**config.mk**
```make
export PLATFORM = sky130hd
export DESIGN_NAME = trade_risk_ctrl
export DESIGN_NICKNAME = d
export VERILOG_FILES = /design/src/rtl/cache_def.sv /design/src/rtl/lat_counter.sv /design/src/rtl/trade_risk_ctrl.sv
export SDC_FILE = /design/constraint.sdc
export NUM_CORES = 1
export LEC_CHECK = 0
export BUFFER_PORTS_ARGS = -buffer_cell sky130_fd_sc_hd__buf_2
export CAP_MARGIN = 15
export CORE_MARGIN = 2
export CORE_UTILIZATION = 35
export CTS_BUF_LIST = sky130_fd_sc_hd__clkbuf_4
export DETAILED_ROUTE_END_ITERATION = 6
export PLACE_DENSITY = 0.63
export SYNTH_ARGS = -nofsm -noshare
export SYNTH_HDL_FRONTEND = slang
export SYNTH_HIERARCHICAL = 1
export SYNTH_SLANG_ARGS = --single-unit
```
**constraint.sdc**
```tcl
create_clock -name clk -period 4.9 [get_ports clk]
set_input_delay 0.49 -clock clk [delete_from_list [all_inputs] [get_ports clk]]
set_output_delay 0.49 -clock clk [all_outputs]
set_load 0.01 [all_outputs]
```
**src/rtl/cache_def.sv**
```systemverilog
// cache_def: shared types for the trade risk controller -- FSM states,
// response reason codes and the 32-bit per-client memory entry layout.
package cache_def;
    typedef enum logic [2:0] {
        S_IDLE,
        S_READ,
        S_CHECK,
        S_WRITE,
        S_WAIT_WR,
        S_RESP
    } state_t;

    typedef enum logic [1:0] {
        RSN_OK,
        RSN_OVER_LIMIT,
        RSN_BAD_LIMIT,
        RSN_SUM_OVF
    } reason_t;

    typedef struct packed {
        logic [15:0] limit;
        logic [15:0] acc;
    } entry_t;

    // The memory reads a limit field of 0 or 1 as "accumulate", so real limits start at 2.
    localparam int MIN_LIMIT = 2;

    function automatic int lat_max(int a, int b);
        return (a > b) ? a : b;
    endfunction
endpackage

```
**src/rtl/lat_counter.sv**
```systemverilog
// lat_counter: loadable down-counter that saturates at zero; o_done is high
// while the count reads zero.
module lat_counter #(
    parameter int W = 3
) (
    input  logic         clk,
    input  logic         rst,
    input  logic         i_load,
    input  logic [W-1:0] i_load_val,
    output logic         o_done
);
    logic [W-1:0] r_cnt;

    always_ff @(posedge clk or posedge rst) begin
        if (rst)
            r_cnt <= '0;
        else if (i_load)
            r_cnt <= i_load_val;
        else if (r_cnt != '0)
            r_cnt <= r_cnt - W'(1);
    end

    assign o_done = (r_cnt == '0);
endmodule

```
**src/rtl/trade_risk_ctrl.sv**
```systemverilog
// trade_risk_ctrl: per-client position-limit checker; reads a client's
// {limit, accumulated} word, accepts/rejects one order at a time, commits accepted ones.
module trade_risk_ctrl
    import cache_def::*;
#(
    parameter int READ_LAT  = 4,
    parameter int WRITE_LAT = 6,
    parameter int IDX_W     = 9
) (
    input  logic             clk,
    input  logic             rst,
    input  logic             ord_valid,
    output logic             ord_ready,
    input  logic [IDX_W-1:0] ord_client,
    input  logic             ord_setmax,
    input  logic [15:0]      ord_qty,
    output logic [IDX_W-1:0] mem_rdindex,
    output logic             mem_we,
    output logic [31:0]      mem_wdata,
    input  logic [31:0]      mem_rdata,
    output logic             resp_valid,
    input  logic             resp_ready,
    output logic [IDX_W-1:0] resp_client,
    output logic             resp_accept,
    output logic [1:0]       resp_reason
);
    localparam int CNT_W = $clog2(lat_max(READ_LAT, WRITE_LAT) + 1);

    state_t           r_state, w_next;
    logic [IDX_W-1:0] r_client;
    logic             r_setmax;
    logic [15:0]      r_qty;
    entry_t           r_entry;
    logic             r_accept;
    reason_t          r_reason;
    logic [16:0]      w_sum;
    reason_t          w_reason;
    logic             w_write, w_done, w_load;
    logic [CNT_W-1:0] w_load_val;

    lat_counter #(.W(CNT_W)) u_lat (
        .clk        (clk),
        .rst        (rst),
        .i_load     (w_load),
        .i_load_val (w_load_val),
        .o_done     (w_done)
    );

    // Bit 16 of the widened sum flags an accumulator overflow before the limit compare.
    assign w_sum    = {1'b0, r_entry.acc} + {1'b0, r_qty};
    assign w_reason = r_setmax ? ((r_qty < 16'(MIN_LIMIT)) ? RSN_BAD_LIMIT : RSN_OK)
                    : (r_qty == 16'd0) ? RSN_OK
                    : w_sum[16] ? RSN_SUM_OVF
                    : (w_sum[15:0] > r_entry.limit) ? RSN_OVER_LIMIT : RSN_OK;
    assign w_write  = (w_reason == RSN_OK) && (r_qty != 16'd0);

    always_ff @(posedge clk or posedge rst) begin
        if (rst)
            r_state <= S_IDLE;
        else
            r_state <= w_next;
    end

    always_comb begin
        w_next = r_state;
        case (r_state)
            S_IDLE:    w_next = ord_valid ? S_READ : S_IDLE;
            S_READ:    w_next = w_done ? S_CHECK : S_READ;
            S_CHECK:   w_next = w_write ? S_WRITE : S_RESP;
            S_WRITE:   w_next = S_WAIT_WR;
            S_WAIT_WR: w_next = w_done ? S_RESP : S_WAIT_WR;
            S_RESP:    w_next = resp_ready ? S_IDLE : S_RESP;
            default:   w_next = S_IDLE;
        endcase
    end

    always_comb begin
        ord_ready  = (r_state == S_IDLE);
        mem_we     = (r_state == S_WRITE);
        mem_wdata  = mem_we ? (r_setmax ? {r_qty, 16'h0} : {16'h0, r_qty}) : 32'h0;
        resp_valid = (r_state == S_RESP);
        w_load     = (ord_ready && ord_valid) || mem_we;
        w_load_val = mem_we ? CNT_W'(WRITE_LAT - 1) : CNT_W'(READ_LAT - 1);
    end

    always_ff @(posedge clk or posedge rst) begin
        if (rst) begin
            r_client <= '0;
            r_setmax <= 1'b0;
            r_qty    <= '0;
            r_entry  <= '0;
            r_accept <= 1'b0;
            r_reason <= RSN_OK;
        end else begin
            if (ord_ready && ord_valid) begin
                r_client <= ord_client;
                r_setmax <= ord_setmax;
                r_qty    <= ord_qty;
            end
            if (r_state == S_READ && w_done)
                r_entry <= mem_rdata;
            if (r_state == S_CHECK) begin
                r_accept <= (w_reason == RSN_OK);
                r_reason <= w_reason;
            end
        end
    end

    assign mem_rdindex = r_client;
    assign resp_client = r_client;
    assign resp_accept = r_accept;
    assign resp_reason = r_reason;
endmodule

```
# ---- Yosys cells after proc, flatten, opt, wreduce, memory -nomap -nowiden
# Index checks and enable logic that the tools add are counted.
dict set report classes {
  n_div 0
  n_mux 16
  shifts 0
  multipliers 0
  n_eq_ne 5
  add_sub_neg 2
  magnitude_cmp 2
  reduce_logical 11
  n_bitwise 0
}
# operator count
set op_table {}
lappend op_table {{32-bit two-way mux} 2}
lappend op_table {{3-bit one-hot mux with 6 select lines} 1}
lappend op_table {{16-bit by 16-bit adder with 17-bit output} 1}
lappend op_table {{16-bit greater-than comparator} 1}
lappend op_table {{16-bit logical NOT} 1}
lappend op_table {{16-bit by 2-bit less-than comparator with 1-bit output (second input constant)} 1}
lappend op_table {{16-bit nonzero test} 1}
lappend op_table {{3-bit two-way mux} 5}
lappend op_table {{2-bit two-way mux} 5}
lappend op_table {{3-bit by 2-bit equality test with 1-bit output (second input constant)} 2}
lappend op_table {{3-bit equality test (second input constant)} 2}
lappend op_table {{3-bit logical NOT} 2}
lappend op_table {{3-bit by 1-bit equality test with 1-bit output (second input constant)} 1}
lappend op_table {{1-bit logical AND} 3}
lappend op_table {{1-bit two-way mux} 3}
lappend op_table {{3-bit nonzero test} 1}
lappend op_table {{3-bit by 1-bit subtractor with 3-bit output (second input constant)} 1}
lappend op_table {{2-bit logical NOT} 1}
lappend op_table {{2-bit nonzero test} 1}
lappend op_table {{1-bit logical OR} 1}
dict set report totals {
  memories 0
  in_bits 62
  word_cells 45
  out_inout_bits 56
  mem_bits_rw 0
  reg_bits 67
  mem_bits_ro 0
  latchBits 0
}

# ---- Depth between registers and ports, before layout
dict set report depth {
  depth_word 10
  depth_mapped 16
  ltp_nobuf 16
}

# ---- Cells and area by module
# The synthesis kept the hierarchy.
# mod cells_each n_inst seq_area_each_um2 area_each_um2
set by_module_without_submodules {}
lappend by_module_without_submodules {trade_risk_ctrl 397 1 1601.5 3968.8}
lappend by_module_without_submodules {lat_counter 22 1 75.1 205.2}

# ---- Worst setup path after synthesis
# OpenSTA, ideal clock, no wires.
dict set report synth_timing {
  path_type {reg-to-reg}
  start {register r_qty[3]}
  end {register r_accept, in the netlist resp_accept}
  setup_ps 122
  arrival_ps 3195
  stages_incl_launch_ff 14
  path_buffers 0
  period_less_slack_ps 3316
  slack_ps 1584
  required_ps 4778
  path_cell_list {dfrtp_1 ha_1 or4_4 o211a_4 a221oi_4 nor4bb_1 a211o_1 ha_1 nand4_1 nor3_1 o21a_1 a211o_1 nand3_1 a32o_1}
}
dict set report synth_via {
  elab_chain_cells 7
  word_cells_on_any_way 10
  classes_between {add/sub (1); order compare (2); mux (5); reduce/logical (2)}
}
# element line
set synth_rtl {}
lappend synth_rtl {{from (decl)} trade_risk_ctrl.sv:32} ;# logic [15:0] r_qty;
lappend synth_rtl {{from (signal assigned)} trade_risk_ctrl.sv:98} ;# r_qty <= ord_qty;
lappend synth_rtl {{16-bit by 16-bit adder with 17-bit output} trade_risk_ctrl.sv:50} ;# assign w_sum = {1'b0, r_entry.acc} + {1'b0, r_qty};
lappend synth_rtl {{16-bit greater-than comparator} trade_risk_ctrl.sv:54} ;# : (w_sum[15:0] > r_entry.limit) ? RSN_OVER_LIMIT : RSN_OK;
lappend synth_rtl {{1-bit two-way mux} trade_risk_ctrl.sv:54}
lappend synth_rtl {{2-bit two-way mux} trade_risk_ctrl.sv:53} ;# : w_sum[16] ? RSN_SUM_OVF
lappend synth_rtl {{2-bit two-way mux} trade_risk_ctrl.sv:52} ;# : (r_qty == 16'd0) ? RSN_OK
lappend synth_rtl {{2-bit two-way mux *} trade_risk_ctrl.sv:51} ;# assign w_reason = r_setmax ? ((r_qty < 16'(MIN_LIMIT)) ? RSN_BAD_LIMIT : RSN_OK)
lappend synth_rtl {{2-bit logical NOT *} trade_risk_ctrl.sv:103} ;# r_accept <= (w_reason == RSN_OK);
lappend synth_rtl {{to (signal assigned)} trade_risk_ctrl.sv:103}
lappend synth_rtl {{to (decl)} trade_risk_ctrl.sv:34} ;# logic r_accept;
# Every way passes the cells marked *; elsewhere a longest branch is shown, timed or not.
# A chain may end at the register's enable or synchronous reset.

# ---- Worst setup path in the final report
dict set report layout_timing {
  start {register r_qty[0]}
  end {register r_accept, in the netlist resp_accept}
}
# The elaborated chain is that of the path after synthesis.

==> metrics.txt <==
outcome=finished with violations; failing checks=DRC; Hold Crit Depth=3; end of the worst hold path=r_entry[1]; CTS tree=built; Syn Std Cell Area=around 4200 um2; post-synthesis area per instance=between 9 and 10 um2; CTS buffer count=9; Setup Buffers After CTS=0; Final ANT Viol Nets=0; Initial DRC Count=152; commonest non-fill, non-tap cell in the layout=buf_2; Max VDD drop=roughly 0.24 mV; syn nets=roughly 520; Max Cap Viol=0; Sw Share=0.4440; Hold-fix buffers, CTS=1; Setup CP Type=flip-flop to flip-flop; Total GRT Usage=0.1684; Core Area=between 10000 and 15000 um2; Syn Inst Count=around 420; total power=3.991 mW; Final Hold Fails=0; H-tree depth=3; number of synthesized flops with an enable pin=0; hold path start=mem_rdata[1]; Reg power frac=0.271; ys async rst share=1.000; worst r2r dst=resp_accept; Die ar.=approximately 13000 um2; hold crit path type=input port to flip-flop; Post-synth top flop=dfrtp_1; clock power share=0.123; area delta synth->final=20.35%; final worst-path cycle share=0.7687; HPWL Detailed=between 7 and 8 mm; largest net degree at the start of global routing=65; Antenna diodes=0; yosys warns=6; CP required=around 5200 ps; crit path DAT=4110 ps; post-route setup TNS=0 ps; RSZ-0062 raised after global routing=no; RePlAce Congestion=approximately 0.86; Pint=2.219 mW; # clock sinks=between 60 and 70; FF-to-FF path depth=16; WL per Instance=15.63 um; Clock Latency Late Sink=around 440 ps; crit end category=flip-flop; PwrDens=between 700 and 800 nW/um2; worst r2r src=r_qty[0]; Tmin final=approximately 3800 ps; first-pass GRT wire length=around 17 mm; Worst-path clk slew=130 ps; total congestion overflow=0; number of synthesized register bits=67; fin. max-slew vios=0; CP startpoint kind=flip-flop; Final Skew=roughly 15 ps; f_max=approximately 270 MHz; Buffers on Ports=approximately 120; initial antenna violation count=0; Ports=~120; most frequent cells in the layout=buf_2 (117), dfrtp_1 (67), mux2_2 (40), ha_1 (34), inv_1 (31); vias per std cell=approximately 5.1; Seq/Total Area, Yosys=0.4017; FF-to-FF setup slack=1130 ps; leak pwr=about 2.5 nW; Initial Util=0.3625; DR pass1 iterations=6; vias in the first global route=3527; clk buf depth=2; Die Wd=113.2 um; Slew @ Worst Pin=1003 ps; Netlist cell types=55; NetSw=roughly 1.8 mW; Comb pwr share=0.606; Final setup viols=0; layout cells sized above 1=0.3491; WL final=10.52 mm; crit-path max FO=4; post-CTS sizing=0; Root Buffer=clkbuf_4; DIE HEIGHT=around 110 um; DRC violations left=3; worst rel slew slack=0.3310; nets@finish=about 620; DR vias=3409; FP Rows=39
per-stage QoR:
step | instances | setup slack (ps) | hold slack [ps] | cell area, um2 | utilization
2_1_floorplan | 419 | 1584 | 243.6 | 4174 | -
3_3_place_gp | 656 | 1343 | 378.4 | 4821 | 0.4186
3_5_place_dp | 656 | 1145 | 377.7 | 4821 | 0.4186
4_1_cts | 673 | 1119 | 233.7 | 5024 | 0.4362
5_1_grt | 673 | 756.9 | 242.9 | 5024 | 0.4362
6_report | 673 | 1133 | 249.0 | 5024 | 0.4362
cell families after synthesis:
| logic type | Yosys count | synth area share |
|---|---|---|
| AOI/OAI and AO/OA | 85 | 0.1361 |
| xor gates and xnor gates | 10 | 0.02098 |
| adders and majority gates | 35 | 0.1067 |
| buffers and inverters | 57 | 0.06055 |
| DFF | 67 | 0.4017 |
| muxes | 43 | 0.1151 |
| other | 1 | 0.0008984 |
| and+or+nand+nor | 121 | 0.1580 |
critical path, cell delays in order (launching register included):
cell,delay (ps)
dfrtp_1,410
ha_1,210
inv_1,70
fa_1,390
nand2b_1,180
a21oi_1,280
o21a_1,210
o22ai_1,130
nand3_1,110
o311ai_0,150
ha_1,380
nand4_1,130
nor3_1,260
o21a_1,160
a211o_1,130
nand3_1,160
a32o_1,300
cells in the mapped netlist, drive strengths merged, types with 5 or more instances:
| master | n | area, um2 |
|---|---|---|
| nor3 | 6 | 30.03 |
| and3 | 18 | 112.6 |
| ha | 34 | 425.4 |
| nor2 | 16 | 60.06 |
| xnor2 | 9 | 78.83 |
| clkbuf | 12 | 45.04 |
| inv | 32 | 120.1 |
| buf | 13 | 87.58 |
| mux2 | 40 | 450.4 |
| a21o | 5 | 37.54 |
| dfrtp | 67 | 1677 |
| nand2 | 28 | 105.1 |
| and2 | 18 | 112.6 |
| nand3 | 7 | 35.03 |
| nand2b | 6 | 37.54 |
| o21ai | 28 | 140.1 |
| a21oi | 19 | 95.09 |
sequential cells by signal, summed over array words and instances (netlist names):
name         flops
mem_rdindex      9
r_entry         32
r_qty           16
r_setmax         1
r_state          3
resp_accept      1
resp_reason      2
u_lat/r_cnt      3
layer usage:
layer / part of all wire / global-route usage
met3: 0.053 / 0.04285
met5: 0 / 0
met4: 0.014 / 0.05041
met2: 0.47 / 0.2743
met1: 0.46 / 0.2214
power groups by stage:
stage,logic [mW],clock network (mW),registers [mW]
global route,2.74,0.523,1.12
detailed placement,2.41,0,1.09
finish,2.42,0.491,1.08
CTS,2.44,0.503,1.08
global placement,2.36,0,1.08
floorplan,1.90,0,1.01
layout make-up:
class                      instances  area, um2
multi-input combinational        295       2245
timing repair buffer             120      610.6
tap                              143      178.9
sequential                        67       1677
fill                            1129       6492
clock inverter                     7      125.1
inverter                          32      120.1
clock buffer                       9      67.56
worst max-delay path by stage:
stage          startpoint           to  slack, ps  cells past startpoint
6_report         r_qty[0]  resp_accept       1130                     16
5_1_grt          r_qty[0]  resp_accept        760                     16
4_1_cts          r_qty[0]  resp_accept       1120                     16
3_5_place_dp     r_qty[0]  resp_accept       1140                     16
3_3_place_gp     r_qty[3]  resp_accept       1340                     13
2_1_floorplan    r_qty[3]  resp_accept       1580                     13
Power figures use the tool's default switching activity.
